**src/rtl/fir_s2p_buffer_if.sv**
```systemverilog
// Handshake and frame bus between the FIR stage, the serial-to-parallel
// buffer and the FFT stage.
interface fir_s2p_buffer_if #(
  parameter int DW = 16
);

  logic          fir_valid;
  logic [DW-1:0] fir_d;
  logic          fft_ack;

  logic [DW-1:0] out_d0;
  logic [DW-1:0] out_d1;
  logic [DW-1:0] out_d2;
  logic [DW-1:0] out_d3;
  logic [DW-1:0] out_d4;
  logic [DW-1:0] out_d5;
  logic [DW-1:0] out_d6;
  logic [DW-1:0] out_d7;
  logic [DW-1:0] out_d8;
  logic [DW-1:0] out_d9;
  logic [DW-1:0] out_d10;
  logic [DW-1:0] out_d11;
  logic [DW-1:0] out_d12;
  logic [DW-1:0] out_d13;
  logic [DW-1:0] out_d14;
  logic [DW-1:0] out_d15;
  logic          out_valid;
  logic          overrun;

  // Master side drives samples and acknowledges; it observes the frame.
  modport master (
    output fir_valid, fir_d, fft_ack,
    input  out_d0, out_d1, out_d2, out_d3, out_d4, out_d5, out_d6, out_d7,
           out_d8, out_d9, out_d10, out_d11, out_d12, out_d13, out_d14, out_d15,
           out_valid, overrun
  );

  modport slave (
    input  fir_valid, fir_d, fft_ack,
    output out_d0, out_d1, out_d2, out_d3, out_d4, out_d5, out_d6, out_d7,
           out_d8, out_d9, out_d10, out_d11, out_d12, out_d13, out_d14, out_d15,
           out_valid, overrun
  );

endinterface

```
**src/rtl/fir_s2p_buffer.sv**
```systemverilog
// Collects 16 consecutive FIR samples into a parallel frame for the FFT,
// with a registered frame-valid flag and a sticky overrun indicator.
module fir_s2p_buffer #(
  parameter int DW = 16,
  parameter int N  = 16
) (
  input logic              clk,
  input logic              rst,
  fir_s2p_buffer_if.slave  bus
);

  localparam int CW = $clog2(N);
  localparam logic [CW-1:0] LAST = CW'(N - 1);

  logic [CW-1:0] cnt_q,      cnt_d;
  logic [DW-1:0] shift_q     [N-1];
  logic [DW-1:0] shift_d     [N-1];
  logic [DW-1:0] frame_q     [N];
  logic [DW-1:0] frame_d     [N];
  logic          outValid_q, outValid_d;
  logic          overrun_q,  overrun_d;
  logic          frameDone;

  assign frameDone = bus.fir_valid && (cnt_q == LAST);

  always_comb begin
    cnt_d      = cnt_q;
    shift_d    = shift_q;
    frame_d    = frame_q;
    outValid_d = outValid_q;
    overrun_d  = overrun_q;

    // Any gap in fir_valid discards the partial frame; stale shift entries
    // are harmless since a full frame always refills all of them.
    if (bus.fir_valid) begin
      for (int i = 0; i < N - 2; i++) begin
        shift_d[i] = shift_q[i + 1];
      end
      shift_d[N-2] = bus.fir_d;
      cnt_d = frameDone ? '0 : cnt_q + CW'(1);
    end else begin
      cnt_d = '0;
    end

    if (frameDone) begin
      for (int i = 0; i < N - 1; i++) begin
        frame_d[i] = shift_q[i];
      end
      frame_d[N-1] = bus.fir_d;
      outValid_d   = 1'b1;
      if (outValid_q && !bus.fft_ack) begin
        overrun_d = 1'b1;
      end
    end else if (outValid_q && bus.fft_ack) begin
      outValid_d = 1'b0;
    end
  end

  always_ff @(posedge clk or negedge rst) begin
    if (!rst) begin
      cnt_q      <= '0;
      outValid_q <= 1'b0;
      overrun_q  <= 1'b0;
      for (int i = 0; i < N - 1; i++) begin
        shift_q[i] <= '0;
      end
      for (int i = 0; i < N; i++) begin
        frame_q[i] <= '0;
      end
    end else begin
      cnt_q      <= cnt_d;
      outValid_q <= outValid_d;
      overrun_q  <= overrun_d;
      shift_q    <= shift_d;
      frame_q    <= frame_d;
    end
  end

  assign bus.out_d0    = frame_q[0];
  assign bus.out_d1    = frame_q[1];
  assign bus.out_d2    = frame_q[2];
  assign bus.out_d3    = frame_q[3];
  assign bus.out_d4    = frame_q[4];
  assign bus.out_d5    = frame_q[5];
  assign bus.out_d6    = frame_q[6];
  assign bus.out_d7    = frame_q[7];
  assign bus.out_d8    = frame_q[8];
  assign bus.out_d9    = frame_q[9];
  assign bus.out_d10   = frame_q[10];
  assign bus.out_d11   = frame_q[11];
  assign bus.out_d12   = frame_q[12];
  assign bus.out_d13   = frame_q[13];
  assign bus.out_d14   = frame_q[14];
  assign bus.out_d15   = frame_q[15];
  assign bus.out_valid = outValid_q;
  assign bus.overrun   = overrun_q;

endmodule

```
**src/flat_wrapper.sv**
```systemverilog
// flat-port wrapper written by rule: the top's interface ports become plain ports
module fir_s2p_buffer_flat 
#(
  parameter int DW = 16,
  parameter int N  = 16
)
  (clk, rst, bus_fir_valid, bus_fir_d, bus_fft_ack, bus_out_d0, bus_out_d1, bus_out_d2, bus_out_d3, bus_out_d4, bus_out_d5, bus_out_d6, bus_out_d7, bus_out_d8, bus_out_d9, bus_out_d10, bus_out_d11, bus_out_d12, bus_out_d13, bus_out_d14, bus_out_d15, bus_out_valid, bus_overrun);
  fir_s2p_buffer_if #(.DW(DW)) bus_i ();
  input logic clk;
  input logic rst;
  input wire logic [$bits(bus_i.fir_valid)-1:0] bus_fir_valid;
  input wire logic [$bits(bus_i.fir_d)-1:0] bus_fir_d;
  input wire logic [$bits(bus_i.fft_ack)-1:0] bus_fft_ack;
  output wire logic [$bits(bus_i.out_d0)-1:0] bus_out_d0;
  output wire logic [$bits(bus_i.out_d1)-1:0] bus_out_d1;
  output wire logic [$bits(bus_i.out_d2)-1:0] bus_out_d2;
  output wire logic [$bits(bus_i.out_d3)-1:0] bus_out_d3;
  output wire logic [$bits(bus_i.out_d4)-1:0] bus_out_d4;
  output wire logic [$bits(bus_i.out_d5)-1:0] bus_out_d5;
  output wire logic [$bits(bus_i.out_d6)-1:0] bus_out_d6;
  output wire logic [$bits(bus_i.out_d7)-1:0] bus_out_d7;
  output wire logic [$bits(bus_i.out_d8)-1:0] bus_out_d8;
  output wire logic [$bits(bus_i.out_d9)-1:0] bus_out_d9;
  output wire logic [$bits(bus_i.out_d10)-1:0] bus_out_d10;
  output wire logic [$bits(bus_i.out_d11)-1:0] bus_out_d11;
  output wire logic [$bits(bus_i.out_d12)-1:0] bus_out_d12;
  output wire logic [$bits(bus_i.out_d13)-1:0] bus_out_d13;
  output wire logic [$bits(bus_i.out_d14)-1:0] bus_out_d14;
  output wire logic [$bits(bus_i.out_d15)-1:0] bus_out_d15;
  output wire logic [$bits(bus_i.out_valid)-1:0] bus_out_valid;
  output wire logic [$bits(bus_i.overrun)-1:0] bus_overrun;
  assign bus_i.fir_valid = bus_fir_valid;
  assign bus_i.fir_d = bus_fir_d;
  assign bus_i.fft_ack = bus_fft_ack;
  assign bus_out_d0 = bus_i.out_d0;
  assign bus_out_d1 = bus_i.out_d1;
  assign bus_out_d2 = bus_i.out_d2;
  assign bus_out_d3 = bus_i.out_d3;
  assign bus_out_d4 = bus_i.out_d4;
  assign bus_out_d5 = bus_i.out_d5;
  assign bus_out_d6 = bus_i.out_d6;
  assign bus_out_d7 = bus_i.out_d7;
  assign bus_out_d8 = bus_i.out_d8;
  assign bus_out_d9 = bus_i.out_d9;
  assign bus_out_d10 = bus_i.out_d10;
  assign bus_out_d11 = bus_i.out_d11;
  assign bus_out_d12 = bus_i.out_d12;
  assign bus_out_d13 = bus_i.out_d13;
  assign bus_out_d14 = bus_i.out_d14;
  assign bus_out_d15 = bus_i.out_d15;
  assign bus_out_valid = bus_i.out_valid;
  assign bus_overrun = bus_i.overrun;
  fir_s2p_buffer #(.DW(DW), .N(N)) u_core (.clk(clk), .rst(rst), .bus(bus_i));
endmodule
```
**config.mk**
```make
export PLATFORM = sky130hd
export DESIGN_NAME = fir_s2p_buffer_flat
export DESIGN_NICKNAME = d
export VERILOG_FILES = /design/src/rtl/fir_s2p_buffer_if.sv /design/src/rtl/fir_s2p_buffer.sv /design/src/flat_wrapper.sv
export SDC_FILE = /design/constraint.sdc
export NUM_CORES = 1
export LEC_CHECK = 0
export ABC_CLOCK_PERIOD_IN_PS = 2200
export CAP_MARGIN = 5
export CORE_ASPECT_RATIO = 0.5
export CORE_MARGIN = 2
export CORE_UTILIZATION = 40
export DETAILED_ROUTE_END_ITERATION = 16
export PLACE_DENSITY = 0.72
export SLEW_MARGIN = 20
export SYNTH_ARGS = -nofsm -noshare
export SYNTH_HDL_FRONTEND = slang
export SYNTH_SLANG_ARGS = --single-unit
```
**constraint.sdc**
```tcl
create_clock -name clk -period 2.2 [get_ports clk]
set_clock_uncertainty 0.15 [all_clocks]
set_input_delay 0.44 -clock clk [delete_from_list [all_inputs] [get_ports clk]]
set_output_delay 0.44 -clock clk [all_outputs]
set_load 0.005 [all_outputs]
```
; ---- Word level (Yosys, flattened, before mapping)
; Cells that the tools add are included.
[word_totals]
latch_bits = 0
wordCells = 46
output_inout_bits = 258
memories = 0
mem_bits_ro = 0
mem_bits_rw = 0
register_bits = 502
inputBits = 20
[classes]
addsub = 1
magnitude_cmp = 0
div = 0
reduce_logical = 6
multipliers = 0
shift = 0
muxes = 4
n_eq_ne = 1
bitwise_logic = 0
[op_table]
columns = operator, n
row1 = $mux W4, 2
row2 = $add A4 B1 Y4 const B, 1
row3 = $eq A4 B4 Y1 const B, 1
row4 = $logic_and A1 B1 Y1, 3
row5 = $mux W1, 2
row6 = $reduce_and A2 Y1, 1
row7 = $reduce_bool A2 Y1, 1
row8 = $logic_not A1 Y1, 1

; ---- Depth between registers and ports, before layout
[logic_depth]
depth_word = 4
ltp_mapped = 5
depth_no_buf = 3

; ---- Worst setup path after synthesis
; No wires, ideal clock.
[synth_path]
path_kind = register -> register
from = register u_core.cnt_q[0]
to = register u_core.frame_q (netlist bit u_core.bus.out_d14[10])
stages_incl_launch_ff = 6
period_less_slack_ns = 1.670
t_required_ns = 1.925
t_arrival_ns = 1.395
path_buffers = 2
path_slack_ns = 0.530
setup_time_ns = 0.125
cell_sequence = dfrtp_1 > ha_1 > nand4_2 > buf_4 > buf_6 > mux2_2
[synth_between]
elab_chain_cells = 2
[synth_lines]
columns = item, line_no
row1 = "start, declared", fir_s2p_buffer.sv:15  ; logic [CW-1:0] cnt_q, cnt_d;
row2 = "start signal, assigned", fir_s2p_buffer.sv:71  ; cnt_q <= cnt_d;
row3 = $eq A4 B4 Y1, fir_s2p_buffer.sv:24  ; assign frameDone = bus.fir_valid && (cnt_q == LAST);
row4 = $logic_and A1 B1 Y1, fir_s2p_buffer.sv:24
row5 = "end signal, assigned", fir_s2p_buffer.sv:75  ; frame_q <= frame_d;
row6 = "end, declared", fir_s2p_buffer.sv:18  ; logic [DW-1:0] frame_q [N];
; No other way between the ends.
; A chain may end at the register's enable or synchronous reset.

; ---- Worst setup path after layout
[layout_path]
from = register u_core.frame_q (netlist bit u_core.bus.out_d3[2])
to = output bus_out_d3[2]
[layout_rtl]
columns = item, line_no
row1 = "end, declared", flat_wrapper.sv:17  ; output wire logic [$bits(bus_i.out_d3)-1:0] bus_out_d3;
; No word-level cell between the ends.

==> insert_results.sql <==
INSERT INTO impl_metrics (metric_group, metric, value, unit) VALUES
('timing', 'timing.final.max_slew_violations', '0', ''),
('synth', 'netlist_instances', '1066', ''),
('floorplan', 'boundaryPins', '278', ''),
('setup_path', 'cp_slowest_stage_delay', '530', 'ps'),
('finish', 'max_ffs_per_register', '240', ''),
('route', 'drc', '0', ''),
('timing', 'worst_slack', '111', 'ps'),
('setup_path', 'timing.critical_path.to_type', 'primary output', ''),
('setup_path', 'critical_path_cell_count', '1', ''),
('floorplan', 'floorplan.die.width', '310', 'um'),
('route', 'drtPass1Iterations', '4', ''),
('route', 'ant_nets', '0', ''),
('floorplan', 'die_ar', '48500', 'um^2'),
('route', 'highest_layer', 'met4', ''),
('global_route', 'global_route_wire_length_before_repair', '61.8', 'mm'),
('setup_path', 'critPathRequiredTime', '1610', 'ps'),
('timing', 'grt_setup_unrepaired', 'no', ''),
('synth', 'synth_area_leader_cell', 'sky130_fd_sc_hd__dfrtp_1', ''),
('route', 'routedWlPerCell', '19.2', 'um'),
('placement', 'detailedPlace.worstSlack', '304', 'ps'),
('finish', 'final_nets', '1388', ''),
('cts', 'cts_resized', '0', ''),
('cts', 'clock_tree.htree_level_count', '2', ''),
('cts', 'cts_made_buffers', '45', ''),
('finish', 'ff_latch_area', '12600', 'um^2'),
('route', 'met1_length', '15.1', 'mm'),
('finish', 'post-route-cell-area', '23800', 'um^2'),
('floorplan', 'start_util', '0.409', ''),
('finish', 'num-fill-cells', '3618', ''),
('timing', 'max_slew.worst_pin.slew', '554', 'ps'),
('pwr', 'cellPowerDensity', '939', 'nW/um^2'),
('placement', 'place_inst', '1946', ''),
('placement', 'dpl-instance-area', '22300', 'um^2'),
('setup_path', 'data_arrival_at_the_endpoint_of_the_critical_path', '1500', 'ps'),
('cts', 'ctsRootBufferMaster', 'sky130_fd_sc_hd__clkbuf_16', ''),
('timing', 'final-setup-viol-count', '0', ''),
('global_route', 'grt_start_max_net_pins', '97', ''),
('finish', 'multi_input_comb_area', '5690', 'um^2'),
('floorplan', 'std_cell_rows', '55', ''),
('synth', 'post_synth_instance_area', '18700', 'um^2'),
('synth', 'synth_top_cells_by_area', 'sky130_fd_sc_hd__dfrtp_1 67%, sky130_fd_sc_hd__mux2_2 30%, sky130_fd_sc_hd__buf_6 1.4%, sky130_fd_sc_hd__buf_2 0.83%, sky130_fd_sc_hd__and2_1 0.067%', ''),
('timing', 'finalCritPeriodShare', '0.950', ''),
('route', 'routed-via-count', '9786', ''),
('route', 'post_route_wl', '39.0', 'mm'),
('setup_path', 'cell_family_contributing_the_most_delay_on_the_critical_path', 'buffers and inverters', ''),
('global_route', 'grt_pass1_vias', '10742', ''),
('finish', 'layout_cells_sized_above_1', '0.427', ''),
('run_status', 'run_status', 'completed', ''),
('placement', 'place.detailed.hpwl', '27.4', 'mm'),
('setup_path', 'critPathLaunchType', 'flop', ''),
('global_route', 'antenna_found_initial', '0', ''),
('synth', 'register_area_share_after_synthesis', '0.673', ''),
('synth', 'post_synth_num_cell_types', '16', ''),
('synth', 'avgSynthCellArea', '17.5', 'um^2'),
('timing', 'normalized_max_slew_margin', '0.631', ''),
('worst_hold_path', 'hold_path.class', 'in2reg', ''),
('placement', 'finalWeightedCongestion', '0.793', ''),
('route', 'dr_wl_met3', '1.30', 'mm'),
('cts', 'clock_sink_total', '502', ''),
('route', 'routed-wl-met2', '21.4', 'mm'),
('finish', 'area_growth_syn_to_layout', '27.3', '%'),
('synth', 'synth_fp_nets', '1087', ''),
('synth', 'yosysWarnings', '0', ''),
('cts', 'cts.path.max_buffers', '3', ''),
('setup_path', 'path_max_fanout', '2', ''),
('floorplan', 'floorplan.die.height', '157', 'um'),
('worst_hold_path', 'min_path_cells', '2', ''),
('synth', 'ys_ff_latch', '502', ''),
('setup_path', 'crit_path_top_delay_cell', 'sky130_fd_sc_hd__clkdlybuf4s50_1', ''),
('setup_path', 'count_of_buffer_and_inverter_cells_on_the_critical_path', '1', ''),
('timing', 'setup_total_negative_slack', '0', 'ps');
cells in the mapped netlist:
master	instances
sky130_fd_sc_hd__nand2b_1	1
sky130_fd_sc_hd__o21bai_1	1
sky130_fd_sc_hd__and2_1	2
sky130_fd_sc_hd__nand2_1	2
sky130_fd_sc_hd__and3b_1	1
sky130_fd_sc_hd__buf_6	23
sky130_fd_sc_hd__buf_4	1
sky130_fd_sc_hd__nand4_2	1
sky130_fd_sc_hd__o221a_2	1
sky130_fd_sc_hd__and3_1	1
sky130_fd_sc_hd__dfrtp_1	502
sky130_fd_sc_hd__ha_1	1
sky130_fd_sc_hd__mux2_2	496
sky130_fd_sc_hd__xor2_1	1
sky130_fd_sc_hd__a21oi_1	1
sky130_fd_sc_hd__buf_2	31
layer usage:
metal | track usage | up-vias
met2 | 0.302 | 113
met1 | 0.187 | 5215
met3 | 0.0313 | 66
met4 | 0.0525 | 0
met5 | 0 | -
li1 | - | 4392
final cells by class:
class                           count  area share
Tap cell                          627      0.0330
Timing Repair Buffer              309       0.136
Clock buffer                       68      0.0548
Clock inverter                     13     0.00801
Multi-Input combinational cell    509       0.240
Sequential cell                   502       0.529
cell families (layout without fill, tap and decap cells):
family,count (synthesis),in the layout,share of synthesized area
buf+inv,55,390,0.0226
xor+xnor,1,1,0.000469
fa+ha+maj,1,1,0.000670
compound gates,3,3,0.00127
flops,502,502,0.673
simple gates,8,8,0.00288
mux,496,496,0.299
placed cells by master (no fill, tap or decap), drive strengths merged:
master	netlist	final
a21oi	1	1
and2	2	2
and3	1	1
and3b	1	1
buf	55	33
bufinv	0	4
clkbuf	0	68
clkdlybuf4s50	0	275
clkinv	0	5
clkinvlp	0	1
dfrtp	502	502
dlygate4sd3	0	1
ha	1	1
inv	0	3
mux2	496	496
nand2	2	2
nand2b	1	1
nand4	1	1
o21bai	1	1
o221a	1	1
xor2	1	1
worst paths after layout:
path,from,end,slack (ps)
worst max-delay path,u_core.bus.out_d3[2],bus_out_d3[2],110
worst min-delay path,bus_fir_valid,u_core.shift_q[61],140
worst max register to register,u_core.cnt_q[0],u_core.bus.out_d2[11],290
worst min register to register,u_core.bus.overrun,u_core.bus.overrun,320
max in group asynchronous,rst,u_core.bus.out_d15[4],920
min in group asynchronous,rst,u_core.bus.out_d10[0],240
where the power goes:
part           switching, W  leakage (nW)  total (W)  internal [W]
registers           0.00141          6.52     0.0123        0.0109
logic              0.000678          3.80    0.00206       0.00138
clock network       0.00336         0.731    0.00794       0.00458
what timing repair did:
action	in CTS	in global routing
endpoints found under the hold margin	32	0
buffers inserted	0	0
hold buffers	1	0
per-stage QoR:
| step | power [W] | hold WS (ps) |
|---|---|---|
| final | 0.0223 | 136 |
| after global routing | 0.0234 | 125 |
| after CTS | 0.0226 | 117 |
| after detailed placement | 0.0146 | 264 |
| after global placement | 0.0144 | 254 |
| after floorplan | 0.0134 | -5.59 |
(Power assumes the default switching activity.)
